--- config.mk ---
export PLATFORM = sky130hd
export DESIGN_NAME = mdu_sched
export DESIGN_NICKNAME = d
export VERILOG_FILES = /design/src/rtl/mdu_pkg.sv /design/src/rtl/mdu_arith.sv /design/src/rtl/mdu_sched.sv
export SDC_FILE = /design/constraint.sdc
export NUM_CORES = 2
export LEC_CHECK = 0
export CAP_MARGIN = 20
export CORE_AREA = 8 8 465 467
export DETAILED_ROUTE_END_ITERATION = 8
export DIE_AREA = 0 0 473 475
export DONT_BUFFER_PORTS = 1
export REMOVE_ABC_BUFFERS = 1
export SKIP_LAST_GASP = 1
export SLEW_MARGIN = 10
export SYNTH_ARGS = -nofsm -noshare
export SYNTH_HDL_FRONTEND = slang
export SYNTH_HIERARCHICAL = 1
export SYNTH_SLANG_ARGS = --single-unit
--- constraint.sdc ---
create_clock -name clk -period 2.4 [get_ports clk]
set_clock_uncertainty 0.15 [all_clocks]
set_input_delay 0.24 -clock clk [delete_from_list [all_inputs] [get_ports clk]]
set_output_delay 0.24 -clock clk [all_outputs]
set_load 0.02 [all_outputs]
--- src/rtl/mdu_pkg.sv ---
// ---------------------------------------------------------------------------
// mdu_pkg
// Shared definitions for the multiply/divide scheduler:
//   - md_op encodings (MD_MULT .. MD_MTLO)
//   - scheduler FSM states (ST_IDLE, ST_RUN)
//   - default latency / counter width constants
//   - small op-decode helpers
// ---------------------------------------------------------------------------
package mdu_pkg;

    typedef enum logic [2:0] {
        MD_MULT  = 3'd0,
        MD_MULTU = 3'd1,
        MD_DIV   = 3'd2,
        MD_DIVU  = 3'd3,
        MD_MTHI  = 3'd4,
        MD_MTLO  = 3'd5
    } md_op_e;

    typedef enum logic {
        ST_IDLE = 1'b0,
        ST_RUN  = 1'b1
    } mdu_state_e;

    localparam int unsigned MULT_CYCLES_DEF = 5;
    localparam int unsigned DIV_CYCLES_DEF  = 10;
    localparam int unsigned CNT_W_DEF       = 4;

    // Long (multi-cycle) ops occupy codes 0..3: bit 1 selects divide,
    // bit 0 selects unsigned.
    function automatic logic md_is_long(input logic [2:0] op);
        return (op[2] == 1'b0);
    endfunction

    function automatic logic md_is_div(input logic [2:0] op);
        return (op[2] == 1'b0) && op[1];
    endfunction

endpackage

--- src/rtl/mdu_arith.sv ---
// ---------------------------------------------------------------------------
// mdu_arith
// Combinational 32x32 multiply and 32/32 divide, signed or unsigned.
// Ports:
//   i_op       : md_op code (only MULT/MULTU/DIV/DIVU produce results)
//   i_a        : rs operand (multiplicand / dividend)
//   i_b        : rt operand (multiplier / divisor)
//   o_res_hi   : product[63:32] or remainder
//   o_res_lo   : product[31:0]  or quotient
//   o_div_zero : divide op with zero divisor
// ---------------------------------------------------------------------------
module mdu_arith
    import mdu_pkg::*;
(
    input  logic [2:0]  i_op,
    input  logic [31:0] i_a,
    input  logic [31:0] i_b,
    output logic [31:0] o_res_hi,
    output logic [31:0] o_res_lo,
    output logic        o_div_zero
);

    logic        w_signed;
    logic        w_a_neg;
    logic        w_b_neg;
    logic [31:0] w_a_mag;
    logic [31:0] w_b_mag;
    logic        w_b_zero;
    logic [31:0] w_divisor;
    logic [31:0] w_q_mag;
    logic [31:0] w_r_mag;
    logic [31:0] w_quot;
    logic [31:0] w_rem;
    logic [63:0] w_prod_mag;
    logic [63:0] w_prod;

    // Everything is done on magnitudes and the sign is re-applied afterwards,
    // so 0x80000000 / -1 wraps to 0x80000000 without relying on signed-divide
    // overflow semantics.
    always_comb begin
        w_signed   = ~i_op[0];
        w_a_neg    = w_signed & i_a[31];
        w_b_neg    = w_signed & i_b[31];
        w_a_mag    = w_a_neg ? (32'd0 - i_a) : i_a;
        w_b_mag    = w_b_neg ? (32'd0 - i_b) : i_b;
        w_b_zero   = (i_b == '0);
        // Divisor forced to 1 on zero so the divider never produces X.
        w_divisor  = w_b_zero ? 32'd1 : w_b_mag;
        w_q_mag    = w_a_mag / w_divisor;
        w_r_mag    = w_a_mag % w_divisor;
        w_quot     = (w_a_neg ^ w_b_neg) ? (32'd0 - w_q_mag) : w_q_mag;
        w_rem      = w_a_neg ? (32'd0 - w_r_mag) : w_r_mag;
        w_prod_mag = {32'd0, w_a_mag} * {32'd0, w_b_mag};
        w_prod     = (w_a_neg ^ w_b_neg) ? (64'd0 - w_prod_mag) : w_prod_mag;
    end

    always_comb begin
        o_res_hi   = '0;
        o_res_lo   = '0;
        o_div_zero = 1'b0;
        if (md_is_long(i_op)) begin
            if (md_is_div(i_op)) begin
                o_res_hi   = w_rem;
                o_res_lo   = w_quot;
                o_div_zero = w_b_zero;
            end else begin
                o_res_hi   = w_prod[63:32];
                o_res_lo   = w_prod[31:0];
            end
        end
    end

endmodule

--- src/rtl/mdu_sched.sv ---
// ---------------------------------------------------------------------------
// mdu_sched
// Sequencing controller for the MIPS multiply/divide unit. Owns HI/LO,
// models fixed MULT/DIV latency with a down-counter, and raises a stall
// request when a D-stage HI/LO user must wait.
// Ports:
//   clk, reset_n      : clock, asynchronous active-low reset
//   start, md_op      : E-stage op pulse and op code (mdu_pkg::md_op_e)
//   rs_val, rt_val    : forwarded operands
//   d_uses_md         : D-stage instruction uses the MDU or HI/LO
//   mf_sel            : 0 = read LO, 1 = read HI on mf_data
//   busy              : long op in progress
//   stall_md          : stall request to hazard unit (combinational)
//   hi, lo            : architectural HI/LO
//   mf_data           : selected HI/LO (combinational)
//   cancel            : only when MDU_CANCEL_EN is defined; aborts the
//                       running op or suppresses a coincident start
// ---------------------------------------------------------------------------
module mdu_sched
    import mdu_pkg::*;
#(
    parameter int unsigned MULT_CYCLES = MULT_CYCLES_DEF,
    parameter int unsigned DIV_CYCLES  = DIV_CYCLES_DEF,
    parameter int unsigned CNT_W       = CNT_W_DEF
) (
    input  logic        clk,
    input  logic        reset_n,
    input  logic        start,
    input  logic [2:0]  md_op,
    input  logic [31:0] rs_val,
    input  logic [31:0] rt_val,
    input  logic        d_uses_md,
    input  logic        mf_sel,
    output logic        busy,
    output logic        stall_md,
    output logic [31:0] hi,
    output logic [31:0] lo,
    output logic [31:0] mf_data
`ifdef MDU_CANCEL_EN
    ,
    input  logic        cancel
`endif
);

    mdu_state_e       r_state;
    logic [CNT_W-1:0] r_cnt;
    logic             r_busy;
    logic [31:0]      r_hi;
    logic [31:0]      r_lo;
    logic [31:0]      r_pend_hi;
    logic [31:0]      r_pend_lo;
    logic             r_pend_dz;

    logic             w_cancel;
    logic             w_start_eff;
    logic             w_long;
    logic [CNT_W-1:0] w_load;
    logic [31:0]      w_res_hi;
    logic [31:0]      w_res_lo;
    logic             w_div_zero;

`ifdef MDU_CANCEL_EN
    assign w_cancel = cancel;
`else
    assign w_cancel = 1'b0;
`endif

    assign w_long      = md_is_long(md_op);
    assign w_start_eff = start & ~w_cancel;
    assign w_load      = md_is_div(md_op) ? CNT_W'(DIV_CYCLES - 1)
                                          : CNT_W'(MULT_CYCLES - 1);

    mdu_arith u_arith (
        .i_op       (md_op),
        .i_a        (rs_val),
        .i_b        (rt_val),
        .o_res_hi   (w_res_hi),
        .o_res_lo   (w_res_lo),
        .o_div_zero (w_div_zero)
    );

    // Result is computed at issue and parked in pend_*; the counter only
    // models latency. A start seen in RUN falls through untouched.
    always_ff @(posedge clk or negedge reset_n) begin
        if (!reset_n) begin
            r_state   <= ST_IDLE;
            r_cnt     <= '0;
            r_busy    <= 1'b0;
            r_hi      <= '0;
            r_lo      <= '0;
            r_pend_hi <= '0;
            r_pend_lo <= '0;
            r_pend_dz <= 1'b0;
        end else begin
            case (r_state)
                ST_IDLE: begin
                    if (w_start_eff) begin
                        if (w_long) begin
                            r_pend_hi <= w_res_hi;
                            r_pend_lo <= w_res_lo;
                            r_pend_dz <= w_div_zero;
                            r_cnt     <= w_load;
                            r_busy    <= 1'b1;
                            r_state   <= ST_RUN;
                        end else if (md_op == MD_MTHI) begin
                            r_hi <= rs_val;
                        end else if (md_op == MD_MTLO) begin
                            r_lo <= rs_val;
                        end
                    end
                end
                ST_RUN: begin
                    if (w_cancel) begin
                        r_cnt   <= '0;
                        r_busy  <= 1'b0;
                        r_state <= ST_IDLE;
                    end else if (r_cnt == '0) begin
                        if (!r_pend_dz) begin
                            r_hi <= r_pend_hi;
                            r_lo <= r_pend_lo;
                        end
                        r_busy  <= 1'b0;
                        r_state <= ST_IDLE;
                    end else begin
                        r_cnt <= r_cnt - 1'b1;
                    end
                end
                default: begin
                    r_busy  <= 1'b0;
                    r_state <= ST_IDLE;
                end
            endcase
        end
    end

    assign busy     = r_busy;
    assign hi       = r_hi;
    assign lo       = r_lo;
    assign mf_data  = mf_sel ? r_hi : r_lo;
    assign stall_md = d_uses_md & (r_busy | (start & w_long));

`ifndef SYNTHESIS
    a_no_start_while_busy: assert property (
        @(posedge clk) disable iff (!reset_n) !(start && r_busy)
    );
`endif

endmodule

; Yosys cells after proc, flatten, opt, wreduce, memory -nomap -nowiden
; Cells that the tools add are included.
; Widths: inputs -> output; s select.
[word_totals]
ff_bits = 135
in_bits = 72
output_inout_bits = 98
[classes]
n_addsub = 6
multipliers = 1
div_mod_pow = 2
n_eq_ne = 11
muxes = 36
bitwise = 9
reduce_logical = 8
[op_table]
columns = operator, count
row1 = $mux 32, 19
row2 = $pmux 32 s2, 2
row3 = $sub 1x32->32 const A, 4
row4 = $mul 32x32->64, 1
row5 = $mux 64, 1
row6 = $sub 1x64->64 const A, 1
row7 = $div 32x32->32, 1
row8 = $logic_not 32->1, 1
row9 = $mod 32x32->32, 1
row10 = $mux 4, 4
row11 = $ne 2x2->1 const B, 8
row12 = $reduce_and 3->1, 3
row13 = $pmux 4 s2, 1
row14 = $mux 1, 7
row15 = $eq 3x3->1 const B, 2
row16 = $reduce_and 6->1, 1
row17 = $reduce_and 5->1, 1
row18 = $and 1x1->1, 4
row19 = $logic_not 4->1, 1
row20 = $pmux 1 s2, 2
row21 = $sub 4x1->4 const B, 1
row22 = $not 1->1, 3
row23 = $ne 2x1->1 const B, 1
row24 = $logic_and 1x1->1, 1
row25 = other kinds (2), 2

; Longest topological paths before layout
[logic_depth]
ltp_word = 8
mapped_depth = 380
ltp_nobuf = 347

; Cells and area by module
; Netlist, hierarchy kept.
[modules_own_cells]
columns = mod, instances, cells_per_inst, area_each_um2, seq_area_each_um2
row1 = mdu_arith, 1, 9719, 70601.5, 0.0
row2 = mdu_sched, 1, 540, 6272.3, 3378.2

; Least setup slack after synthesis
; Ideal clock, no wire load.
[synth_timing]
kind = input -> register
startpoint = in rt_val[0]
endpoint = reg r_pend_hi[30]
setup_ps = 125
t_arrival_ps = 77362
required_time_ps = 2125
path_slack_ps = -75237
cell_stages = 353
path_cell_list = inv_1 -> clkbuf_1 -> ha_1 -> or3b_2 -> clkbuf_1 -> nor4_2 -> mux2_2 -> o211ai_1 -> clkbuf_1 -> nor3_1 -> nand4_1 -> clkbuf_1 -> nor4b_1 -> mux2i_1 -> ha_1 -> o21ai_0 -> nor2b_1 -> nor2b_1 -> [... 317 more ...] -> and2_1 -> a21o_1 -> inv_1 -> clkbuf_1 -> clkbuf_1 -> buf_1 -> buf_1 -> mux2i_1 -> ha_1 -> nor4b_1 -> nor3b_1 -> and2b_1 -> and3b_1 -> nand4b_1 -> o31ai_1 -> xor2_1 -> o22ai_1 -> mux2_2
[synth_via]
elab_chain_len = 7
word_cells_on_any_way = 11
classes_between = add/sub: 3 / mul: 1 / div: 1 / mux: 5 / reduce/logical: 1
[synth_rtl]
columns = item, line_no
row1 = "start, declared", mdu_sched.sv:31  ; input logic [31:0] rt_val,
row2 = $sub 1x32->32, mdu_arith.sv:45  ; w_b_mag = w_b_neg ? (32'd0 - i_b) : i_b;
row3 = $mux 32, mdu_arith.sv:45
row4 = $mux 32, mdu_arith.sv:48  ; w_divisor = w_b_zero ? 32'd1 : w_b_mag;
row5 = $mod 32x32->32, mdu_arith.sv:50  ; w_r_mag = w_a_mag % w_divisor;
row6 = $sub 1x32->32, mdu_arith.sv:52  ; w_rem = w_a_neg ? (32'd0 - w_r_mag) : w_r_mag;
row7 = $mux 32, mdu_arith.sv:52
row8 = $mux 32 *, mdu_arith.sv:62  ; if (md_is_div(i_op)) begin
row9 = net w_res_hi[30], mdu_sched.sv:58  ; logic [31:0] w_res_hi;
row10 = "end signal, assigned", mdu_sched.sv:99  ; r_pend_hi <= w_res_hi;
row11 = "end, declared", mdu_sched.sv:50  ; logic [31:0] r_pend_hi;
; The timed path passes the listed nets; every way through them passes the cells marked *.
; A chain may end at the register's enable or synchronous reset.

; Final worst setup path
[layout_timing]
startpoint = in rt_val[16]
endpoint = reg r_pend_hi[21]
; The elaborated chain is that of the path after synthesis.

==> run summary <==
DR pass1 iterations = 6
die height = 475 um
startpoint types = input port
R2R Path End = lo[11]$_DFFE_PN0P_
Worst-path clk slew = 0.07 ns
share of cells above drive strength 1 = 34.0%
compound-gate portion of the synthesized area = 20.4%
period utilisation layout = 2890%
arrival time worst endpoint = 69.46 ns
grt total ovfl = 0
CP endpoint kind = flop
max_cap viols = 0
Rows = 168
area share of fa/ha/maj cells after synthesis = 36.4%
Critical Path Max Stage Delay = 0.59 ns
critical-path maximum fanout = 19
failing checks = hold timing, setup timing
synth cell count leaders = 1,468 x nand2_1, 1,180 x inv_1, 958 x nor2_1
CP most frequent cell = buf_4
HP Class = in2async
final hold vios = 136
H-tree level count = 4
DP HPWL = 377,000 um
WL final = 458,000 um
Clock Latency Late Sink = 0.43 ns
core area = 0.209 mm^2
CTS max path bufs = 2
critical path type = in2reg
CP required = 2.57 ns
Reg2Reg Depth = 4
Ys Warns = 6
Total GRT Usage = 39.1%
clk sinks = 135
vias in the first global route = 94,384
Crit-path slowest cell = or4_4
Worst-Margin Slew = 1.11 ns
RSZ-0062 raised after global routing = true
most frequent cell after synthesis = nand2_1
Synth-to-Final Area Change = 44.7%
Yosys top cell by area = fa_1
DRC Markers = 0
Post-synth ARST share = 100%
Area contributors post-synth = fa_1 23%, ha_1 13%, nand2_1 7.2%
WL/cell = 28.2 um
Final ANT Viol Nets = 0
Fin Hold WS = -0.643 ns
vias per cell = 5.75
Root Buffer = clkbuf_16
first-pass GRT wire length = 650,000 um
io pins = 170
setup ws final = -66.89 ns
Yosys cell types = 116
I/O Buffers = 0
Yosys reg bits = 135
crit path time final = 69.29 ns
DRT iter0 DRCs = 8,511
worst r2r src = r_state$_DFF_PN0_
Chip Width = 473 um
via count = 93,471
Total Nets Final = 15,194
mux share of post-synthesis cell area = 2.44%
# setup viols final = 64
main combinational cell family by area after synthesis = adder cells
Synth Area in Simple Gates = 21.5%
outcome = complete, but fails checks
Fmax achieved = 14.4 MHz
Post-Synthesis Cells = 10,259
Die Footprint = 0.225 mm^2
top_reg_cell synth = dfrtp_1
dpl ws = -74.09 ns
largest net degree at the start of global routing = 136
syn_area_per_cell = 7.49 um^2
Worst R2R Setup Slack = 0.23 ns
worst path buffer plus inverter count = 68
Starting Density = 36.9%
max_slew headroom = 25.2%
Slew Limit Fails = 0
CP delay by family, top = compound AO/OA/AOI/OAI gates
Post-synth EDFFs = 0
sequential fraction of the synthesis area = 4.39%
GPL Wtd Cong = 1.09
Num CTS Buffers = 17
initial antenna violation count = 29
top cell type's share of synthesized area = 23.4%
CTS tree = built
Cell Area, Synth = 0.0769 mm^2
Synth Area in XOR/XNOR = 6.67%
[per-layer routing]
layer,vias to the layer above,global-route usage [%],part of all wire (%)
met1,46055,49.1,39
met3,1333,6.72,8.5
met2,4661,62.4,44
met5,-,0,0.014
li1,41412,-,-
met4,10,24.7,8.5
[logic make-up after synthesis]
group / count (synthesis)
AND/OR/NAND/NOR: 3601
adder cells (fa/ha/maj): 1696
AO/OA/AOI/OAI: 2419
flip-flops: 135
buffers and inverters: 1654
multiplexers: 169
XOR/XNOR: 585
[state kept, by name (all words and copies together) (netlist names)]
signal and flops:
hi 32, lo 32, r_pend_hi 32, r_pend_lo 32, r_cnt 4, busy 1
r_pend_dz 1, r_state 1
[cell type report]
cell class                      instances  area [um^2]
Sequential cell                       135         3380
Timing Repair Buffer                 3598        28000
Antenna cell                           19         47.5
Fill cell                           20489        97300
Clock inverter                         12          143
Inverter                             1204         4530
Tap cell                             2805         3510
Multi-Input combinational cell       8470        71200
Clock buffer                           20          447
[layout by cell type, fill, tap and decap left out, drive strengths merged, types with 67 or more instances in the layout]
master  instances
nand2        1468
nor2          963
a21o          192
buf          3587
nor3          238
nand4          95
a211oi        102
ha            799
or2            67
nor2b          99
a21oi         784
a31oi         140
nand3         167
o21ai         464
o211ai         78
nor4           77
dfrtp         135
xor2          223
fa            897
nand2b         74
inv          1189
or3            92
and3           70
mux2          137
o21a          120
xnor2         362
[what timing repair did]
action	4_1_cts	5_1_grt
gates cloned	1	2
setup endpoints to repair	64	64
pin swaps	109	211
hold buffers	6	2
resized for setup	443	400
buffers inserted	84	101
endpoints found under the hold margin	159	142
[through the flow]
stage	cell area (um^2)	utilization (%)	std cells	setup TNS (ns)	hold slack, ns
after floorplan	75000	-	9809	-5506.83	-0.206
after CTS	108000	52.0	16140	-4213.46	-0.652
after global placement	105000	50.4	16017	-4640.02	-0.201
after global routing	111000	53.3	16246	-4409.99	-0.660
after detailed placement	105000	50.4	16017	-4684.50	-0.201
final	111000	53.4	16263	-4231.96	-0.643
[how the worst max path moves through the flow]
stage                    start                   endpoint  slack (ns)  cells past startpoint
finish              rt_val[16]  r_pend_hi[21]$_DFFE_PN0P_      -66.89                    361
detailed placement  rt_val[11]  r_pend_lo[28]$_DFFE_PN0P_      -74.09                    344
floorplan           rt_val[11]  r_pend_hi[29]$_DFFE_PN0P_      -85.27                    304
global route        rt_val[16]  r_pend_hi[21]$_DFFE_PN0P_      -69.71                    373
global placement    rt_val[11]  r_pend_lo[28]$_DFFE_PN0P_      -73.43                    344
CTS                 rt_val[11]  r_pend_hi[21]$_DFFE_PN0P_      -66.53                    369
Power is left out: the tool's default activity adds up to more than one toggle a clock period on the data nets, which glitch-free logic cannot reach.
